## src/rtl/spgd_adc_avg.sv

```systemverilog
// Settle-then-average ADC metric sampler feeding the SPGD system block.
// Define SPGD_ADC_SIGNED_EN for two's-complement RAW_DATA (MSB flipped to offset binary).
module spgd_adc_avg #(
  parameter int FP_WIDTH     = 32,
  parameter int FRAC_WIDTH   = 16,
  parameter int RAW_WIDTH    = 14,
  parameter int LOG2_SAMPLES = 4,
  parameter int SETTLE_WIDTH = 16
) (
  input  logic                    ADC_CLK,
  input  logic                    REG_RST,
  input  logic                    ADC_EN,
  input  logic [RAW_WIDTH-1:0]    RAW_DATA,
  input  logic                    RAW_VALID,
  input  logic [SETTLE_WIDTH-1:0] SETTLE,
  output logic [FP_WIDTH-1:0]     ADC_OUT,
  output logic                    ADC_DONE,
  output logic                    BUSY
);

  localparam int ACC_WIDTH = RAW_WIDTH + LOG2_SAMPLES;
  localparam int OUT_SHIFT = FRAC_WIDTH - RAW_WIDTH;

  typedef enum logic [1:0] {
    S_IDLE,
    S_SETTLE,
    S_ACCUM,
    S_DONE
  } state_e;

  state_e                  state_q, state_d;
  logic [SETTLE_WIDTH-1:0] settle_cnt_q, settle_cnt_d;
  logic [LOG2_SAMPLES-1:0] smp_cnt_q, smp_cnt_d;
  logic [ACC_WIDTH-1:0]    acc_q, acc_d, acc_sum;
  logic [FP_WIDTH-1:0]     out_q, out_d, out_value;
  logic                    done_q, done_d;
  logic                    busy_q, busy_d;
  logic [RAW_WIDTH-1:0]    sample;
  logic                    complete;

`ifdef SPGD_ADC_SIGNED_EN
  assign sample = {~RAW_DATA[RAW_WIDTH-1], RAW_DATA[RAW_WIDTH-2:0]};
`else
  assign sample = RAW_DATA;
`endif

  assign acc_sum   = acc_q + {{LOG2_SAMPLES{1'b0}}, sample};
  // Truncating average placed so full-scale raw lands just under 1.0.
  assign out_value = FP_WIDTH'(acc_sum >> LOG2_SAMPLES) << OUT_SHIFT;

  always_ff @(posedge ADC_CLK) begin
    if (REG_RST) begin
      state_q      <= S_IDLE;
      settle_cnt_q <= '0;
      smp_cnt_q    <= '0;
      acc_q        <= '0;
      out_q        <= '0;
      done_q       <= 1'b0;
      busy_q       <= 1'b0;
    end else begin
      state_q      <= state_d;
      settle_cnt_q <= settle_cnt_d;
      smp_cnt_q    <= smp_cnt_d;
      acc_q        <= acc_d;
      out_q        <= out_d;
      done_q       <= done_d;
      busy_q       <= busy_d;
    end
  end

  always_comb begin
    state_d      = state_q;
    settle_cnt_d = settle_cnt_q;
    smp_cnt_d    = smp_cnt_q;
    acc_d        = acc_q;
    complete     = 1'b0;
    case (state_q)
      S_IDLE: begin
        if (ADC_EN) begin
          state_d      = S_SETTLE;
          settle_cnt_d = SETTLE;
          smp_cnt_d    = '0;
          acc_d        = '0;
        end
      end
      S_SETTLE: begin
        if (!ADC_EN) begin
          state_d = S_IDLE;
        end else if (settle_cnt_q == '0) begin
          state_d = S_ACCUM;
        end else begin
          settle_cnt_d = settle_cnt_q - SETTLE_WIDTH'(1);
        end
      end
      S_ACCUM: begin
        // Abort wins over a final sample arriving in the same cycle.
        if (!ADC_EN) begin
          state_d = S_IDLE;
        end else if (RAW_VALID) begin
          acc_d     = acc_sum;
          smp_cnt_d = smp_cnt_q + LOG2_SAMPLES'(1);
          if (smp_cnt_q == '1) begin
            state_d  = S_DONE;
            complete = 1'b1;
          end
        end
      end
      S_DONE: begin
        if (!ADC_EN) begin
          state_d = S_IDLE;
        end
      end
      default: state_d = S_IDLE;
    endcase
  end

  always_comb begin
    busy_d = (state_d == S_SETTLE) || (state_d == S_ACCUM);
    done_d = (state_d == S_DONE);
    out_d  = complete ? out_value : out_q;
  end

  assign ADC_OUT  = out_q;
  assign ADC_DONE = done_q;
  assign BUSY     = busy_q;

endmodule

```

## config.mk

```make
export PLATFORM = sky130hd
export DESIGN_NAME = spgd_adc_avg
export DESIGN_NICKNAME = d
export VERILOG_FILES = /design/src/rtl/spgd_adc_avg.sv
export SDC_FILE = /design/constraint.sdc
export NUM_CORES = 1
export LEC_CHECK = 0
export CAP_MARGIN = 20
export CORE_UTILIZATION = 30
export CTS_CLUSTER_SIZE = 12
export DETAILED_ROUTE_END_ITERATION = 10
export PLACE_DENSITY_LB_ADDON = 0.15
export SYNTH_ARGS = -nofsm -noshare
export SYNTH_HDL_FRONTEND = slang
export SYNTH_SLANG_ARGS = --single-unit
```

## constraint.sdc

```tcl
create_clock -name ADC_CLK -period 6.9 [get_ports ADC_CLK]
set_input_delay 0.69 -clock ADC_CLK [delete_from_list [all_inputs] [get_ports ADC_CLK]]
set_output_delay 0.69 -clock ADC_CLK [all_outputs]
set_load 0.005 [all_outputs]
```

== Word-level counts from Yosys, hierarchy flattened ==
Cells that the tools add are included.
Widths: inputs -> output; s select.

* Bits in registers: 56
* Latch bits: 0
* RAM bits: 0
* ROM bits: 0
* Output and inout bits: 34
* Word-level logic and storage cells: 53
* Memories: 0

* Add/sub/neg operators: 3
* Multiply operators: 0
* Div/mod/pow operators: 0
* Order comparisons: 0
* Equality and inequality tests: 12
* Shift-type cells: 0
* Multiplexer cells: 24
* Bitwise gates (word level): 0
* Reductions and logical operators: 7

{| class="wikitable"
|+ Operators with widths
! cell !! number
|-
| $mux 18 || 3
|-
| $mux 16 || 3
|-
| $pmux 18 s2 || 1
|-
| $pmux 16 s2 || 1
|-
| $add 18x14->18 || 1
|-
| $logic_not 16->1 || 1
|-
| $sub 16x1->16 const B || 1
|-
| $mux 2 || 7
|-
| $mux 4 || 3
|-
| $ne 2x2->1 const B || 5
|-
| $eq 2x2->1 const B || 4
|-
| $pmux 2 s4 || 1
|-
| $pmux 4 s2 || 1
|-
| $reduce_and 4->1 || 2
|-
| $add 4x1->4 const B || 1
|-
| $eq 2x1->1 const B || 2
|-
| $eq 4x4->1 const B || 1
|-
| $mux 1 || 4
|-
| $reduce_bool 2->1 || 2
|-
| $logic_not 2->1 || 1
|-
| $logic_or 1x1->1 || 1
|}

== Depth between registers and ports, before layout ==
* Depth in word-level cells: 7
* Mapped depth: 9

== Worst setup path before layout ==
No wires, ideal clock.

* Path kind: in2reg
* Start point: in RAW_DATA[0]
* End point: reg out_q[14], in the netlist ADC_OUT[14]
* Library setup time: 0.062 ns
* Data arrival time: 2.734 ns
* Required time: 6.838 ns
* Path slack: 4.104 ns
* Stages: 8
* Buffers on the path: 0
* Path through: ha_1 -> fa_1 -> a211oi_2 -> o211ai_2 -> and3_1 -> o31a_1 -> or4b_1 -> nand3_1

* Cells in the longest elaborated chain, start to end: 1

{| class="wikitable"
|+ RTL lines
! item !! RTL line !! text
|-
| start, declared || 13 || <nowiki>input logic [RAW_WIDTH-1:0] RAW_DATA,</nowiki>
|-
| $add 18x14->18 || 47 || <nowiki>assign acc_sum = acc_q + {{LOG2_SAMPLES{1'b0}}, sample};</nowiki>
|-
| end signal, assigned || 65 || <nowiki>out_q <= out_d;</nowiki>
|-
| end, declared || 35 || <nowiki>logic [FP_WIDTH-1:0] out_q, out_d, out_value;</nowiki>
|}

No other way between the ends.
A chain may end at the register's enable or synchronous reset.

== Final worst setup path ==
Same ends and word-level chain as after synthesis.

==> impl_metrics.py <==
metrics = {
    "yosys": {
        "synth_compound_area_share_pct": 25.4,
        "yosysWarnings": 0,
        "synth_seq_area_share_pct": 32.0,
        "synth_edf_count": 0,
        "synth-simple-area-share_pct": 23.9,
        "syn_inst": 418,
        "synthAdderAreaFrac_pct": 6.64,
        "yosysTopAreaCellShare_pct": 32.0,
        "synth_top_family_by_area": "compound AO/OA/AOI/OAI gates",
        "ys_ff_latch": 56,
        "ys.flop_type": "dfxtp_1",
        "synth-async-reset-ratio_pct": 0,
        "synth-xor-area-share_pct": 3.50,
        "synth.area.top_cells": "dfxtp_1, ha_1, nand2_1, buf_4, nor2_1",
        "syn_area_per_cell_um2": 8.38,
        "yosys.area.top_type": "dfxtp_1",
        "synthMuxAreaShare_pct": 0,
        "syn_area_mm2": 0.00350,
        "synth_cell_types": 67,
    },
    "global_routing": {
        "met1_usage_pct": 19.0,
        "busiest_layer": "met2",
        "grt_pass1_wl_mm": 14.0,
        "gr-total-overflow": 0,
        "grt_pass1_vias": 2918,
        "grtUsageMet3_pct": 2.12,
        "gr-usage-met2_pct": 25.5,
        "antenna_found_initial": 0,
        "grt_max_degree": 55,
        "grt_usage_pct": 14.8,
    },
    "placed_design": {
        "dpl_cell_area_mm2": 0.00398,
        "port_buffers": 49,
        "pre_cts_ws_ps": 3500,
        "finalWeightedCongestion": 0.829,
        "dp_hpwl_mm": 5.90,
    },
    "sta": {
        "rsz0062_at_grt": "no",
        "clock_skew_ps": 5.82,
        "fin_tns_setup_ps": 0,
        "drv_slew": 0,
        "worstMarginPinSlew_ps": 967,
        "finalSetupViolCount": 0,
        "final.min_clock_period_ps": 3100,
        "setup_slack_ps": 3800,
        "post-route-period-util_pct": 44.9,
        "fmax_ghz": 0.323,
        "finalHoldWorstSlack_ps": 457,
        "max_slew_margin_pct": 35.4,
        "finalHoldViolCount": 0,
    },
    "clocking": {
        "tritoncts": "done",
        "root_buffer": "clkbuf_16",
        "numCtsBuffers": 5,
        "clock_latency_ps": 290,
        "clock_sinks": 56,
        "path_clk_slew_ps": 70,
        "clockBufferDepth": 2,
        "cts.htree.levels": 2,
        "post_cts_buffers": 0,
        "ctsResizeCount": 0,
        "hold_buffers": 0,
    },
    "critical_path": {
        "critPathLaunchType": "primary input",
        "worstPathCellList": "clkdlybuf4s50_1, ha_1, fa_1, a211oi_2, o211ai_2, and3_1, o31a_1, or4b_1, nand3_1",
        "arrival_ps": 3340,
        "ff2ff_setup_slack_ps": 4320,
        "regToRegStartpoint": "acc_q[0]",
        "max_stage_delay_ps": 480,
        "critical-path-top-delay-family": "compound AO/OA/AOI/OAI gates",
        "worst-setup-path-type": "in -> reg",
        "cp_max_fo": 7,
        "r2r_end": "ADC_OUT[14]",
        "cp-end-kind": "flip-flop",
        "critPathSlowestCell": "or4b_1",
        "required_ps": 7140,
        "worst-path-buf-inv": 1,
        "rr_worst_depth": 8,
    },
    "route": {
        "via_per_inst": 5.07,
        "routed_wl_mm": 8.40,
        "post_drt_wl_per_cell_um": 14.0,
        "via_count": 3047,
        "drc_errors": 0,
        "dr.pass1.iters": 6,
        "drt_iter0_drc": 137,
        "ant_nets": 0,
    },
    "job": {
        "cap_violations": 0,
    },
    "floorplan": {
        "dieArea_mm2": 0.0121,
        "core_mm2": 0.0114,
        "die_h_um": 110,
        "ioPinCount": 68,
        "rows": 39,
        "die_x_um": 110,
        "initial_utilization_pct": 30.7,
    },
    "min_path": {
        "hp-class": "reg -> reg",
        "min_path_cells": 2,
        "hold_path_end": "ADC_OUT[2]",
        "min_from": "ADC_OUT[2]",
    },
    "cells_and_area": {
        "layout.nets": 509,
        "drive_above_1_share_pct": 8.30,
        "stdcell_area_mm2": 0.00414,
        "seqCellArea_mm2": 0.00112,
        "fillers": 1239,
        "multiInputGateArea_mm2": 0.00215,
        "n_antenna_cell": 0,
        "synthToLayoutAreaGrowth_pct": 18.1,
    },
    "power": {
        "power_mw": 0.723,
        "ir_drop_uv": 102,
        "power.leakage_nw": 1.62,
        "powerDensity_mw_per_mm2": 175,
    },
    "run_status": {
        "status": "completed",
    },
}
## stage by stage
step                cells  util [%]
finish                601      36.3
global route          601      36.3
global placement      592      34.8
floorplan             435         -
CTS                   600      36.1
detailed placement    592      34.8
## metal layers
layer	wire length [um]	vias to the layer above
li1	-	1570
met1	3990	1409
met2	4020	62
met3	290	6
met4	99	0
met5	0	-
## cells in the final DEF (no fill, tap or decap), drive strengths merged, types with 3 or more instances in the layout
cell type,instances
nand3b,4
xor2,6
nor3,15
nor2b,7
nor2,43
ha,17
and3,7
or3,7
o21ai,29
a211oi,11
conb,18
o211ai,3
a31oi,4
clkdlybuf4s50,48
a211o,3
nand3,8
nor3b,4
or4,3
o21a,4
nor4,3
xnor2,8
dfxtp,56
clkbuf,8
a22o,7
buf,5
a21o,7
inv,5
a22oi,17
a21oi,24
nand4,4
nand2b,6
nand2,44
## power by group
part	leakage [nW]	internal [mW]	switching (mW)
registers	0.455	0.331	0.00883
logic	1.10	0.0538	0.0669
clock network	0.0712	0.145	0.117
total	1.62	0.530	0.193
## synthesized netlist by cell type (5+ instances only)
cell and instances:
dfxtp_1 56, nand2_1 44, nor2_1 39, a21oi_1 24, o21ai_0 21, buf_4 20, ha_1 17, nor3_1 15
a22oi_1 14, clkbuf_1 8, nand3_1 8, xnor2_1 8, a21o_1 7, nor2b_1 7, or3_1 7, a211oi_1 6
a22o_1 6, and3_1 6, nand2b_1 6, xor2_1 6, a211oi_2 5, buf_6 5, inv_1 5
## worst register-to-register path: cells and delay by family (launching register included)
| family | cells | cell delay (ps) |
|---|---|---|
| adders and majority gates | 2 | 650 |
| and+or+nand+nor | 3 | 730 |
| AOI/OAI and AO/OA | 3 | 830 |
| DFF | 1 | 310 |
## area by class of cell
| class | instances | share of cell area (%) |
|---|---|---|
| Timing Repair Buffer | 53 | 12.6 |
| Tap cell | 143 | 4.32 |
| Inverter | 5 | 0.453 |
| Clock buffer | 8 | 3.54 |
| Multi-Input combinational cell | 336 | 52.0 |
| Sequential cell | 56 | 27.1 |
## flip-flops by register name, summed over array words and instances (netlist names)
name          cells
acc_q            18
settle_cnt_q     16
ADC_OUT          14
smp_cnt_q         4
state_q           2
ADC_DONE          1
BUSY              1
## worst max-delay path by stage
stage | from | to | slack (ps) | cells after the start
final | RAW_DATA[0] | ADC_OUT[14] | 3800 | 9
after global routing | RAW_DATA[0] | ADC_OUT[14] | 3720 | 9
after CTS | RAW_DATA[0] | ADC_OUT[14] | 3800 | 9
after detailed placement | RAW_DATA[0] | ADC_OUT[14] | 3500 | 9
after global placement | RAW_DATA[0] | ADC_OUT[14] | 3520 | 9
after floorplan | RAW_DATA[0] | ADC_OUT[14] | 4100 | 8
## logic make-up (layout without fill, tap and decap cells)
logic type	after synthesis	count (layout)
and+or+nand+nor	163	163
AOI/OAI and AO/OA	123	123
DFF	56	56
buffers and inverters	43	66
adders and majority gates	18	18
xor gates and xnor gates	14	14
other	1	18
Power figures use the tool's default switching activity.
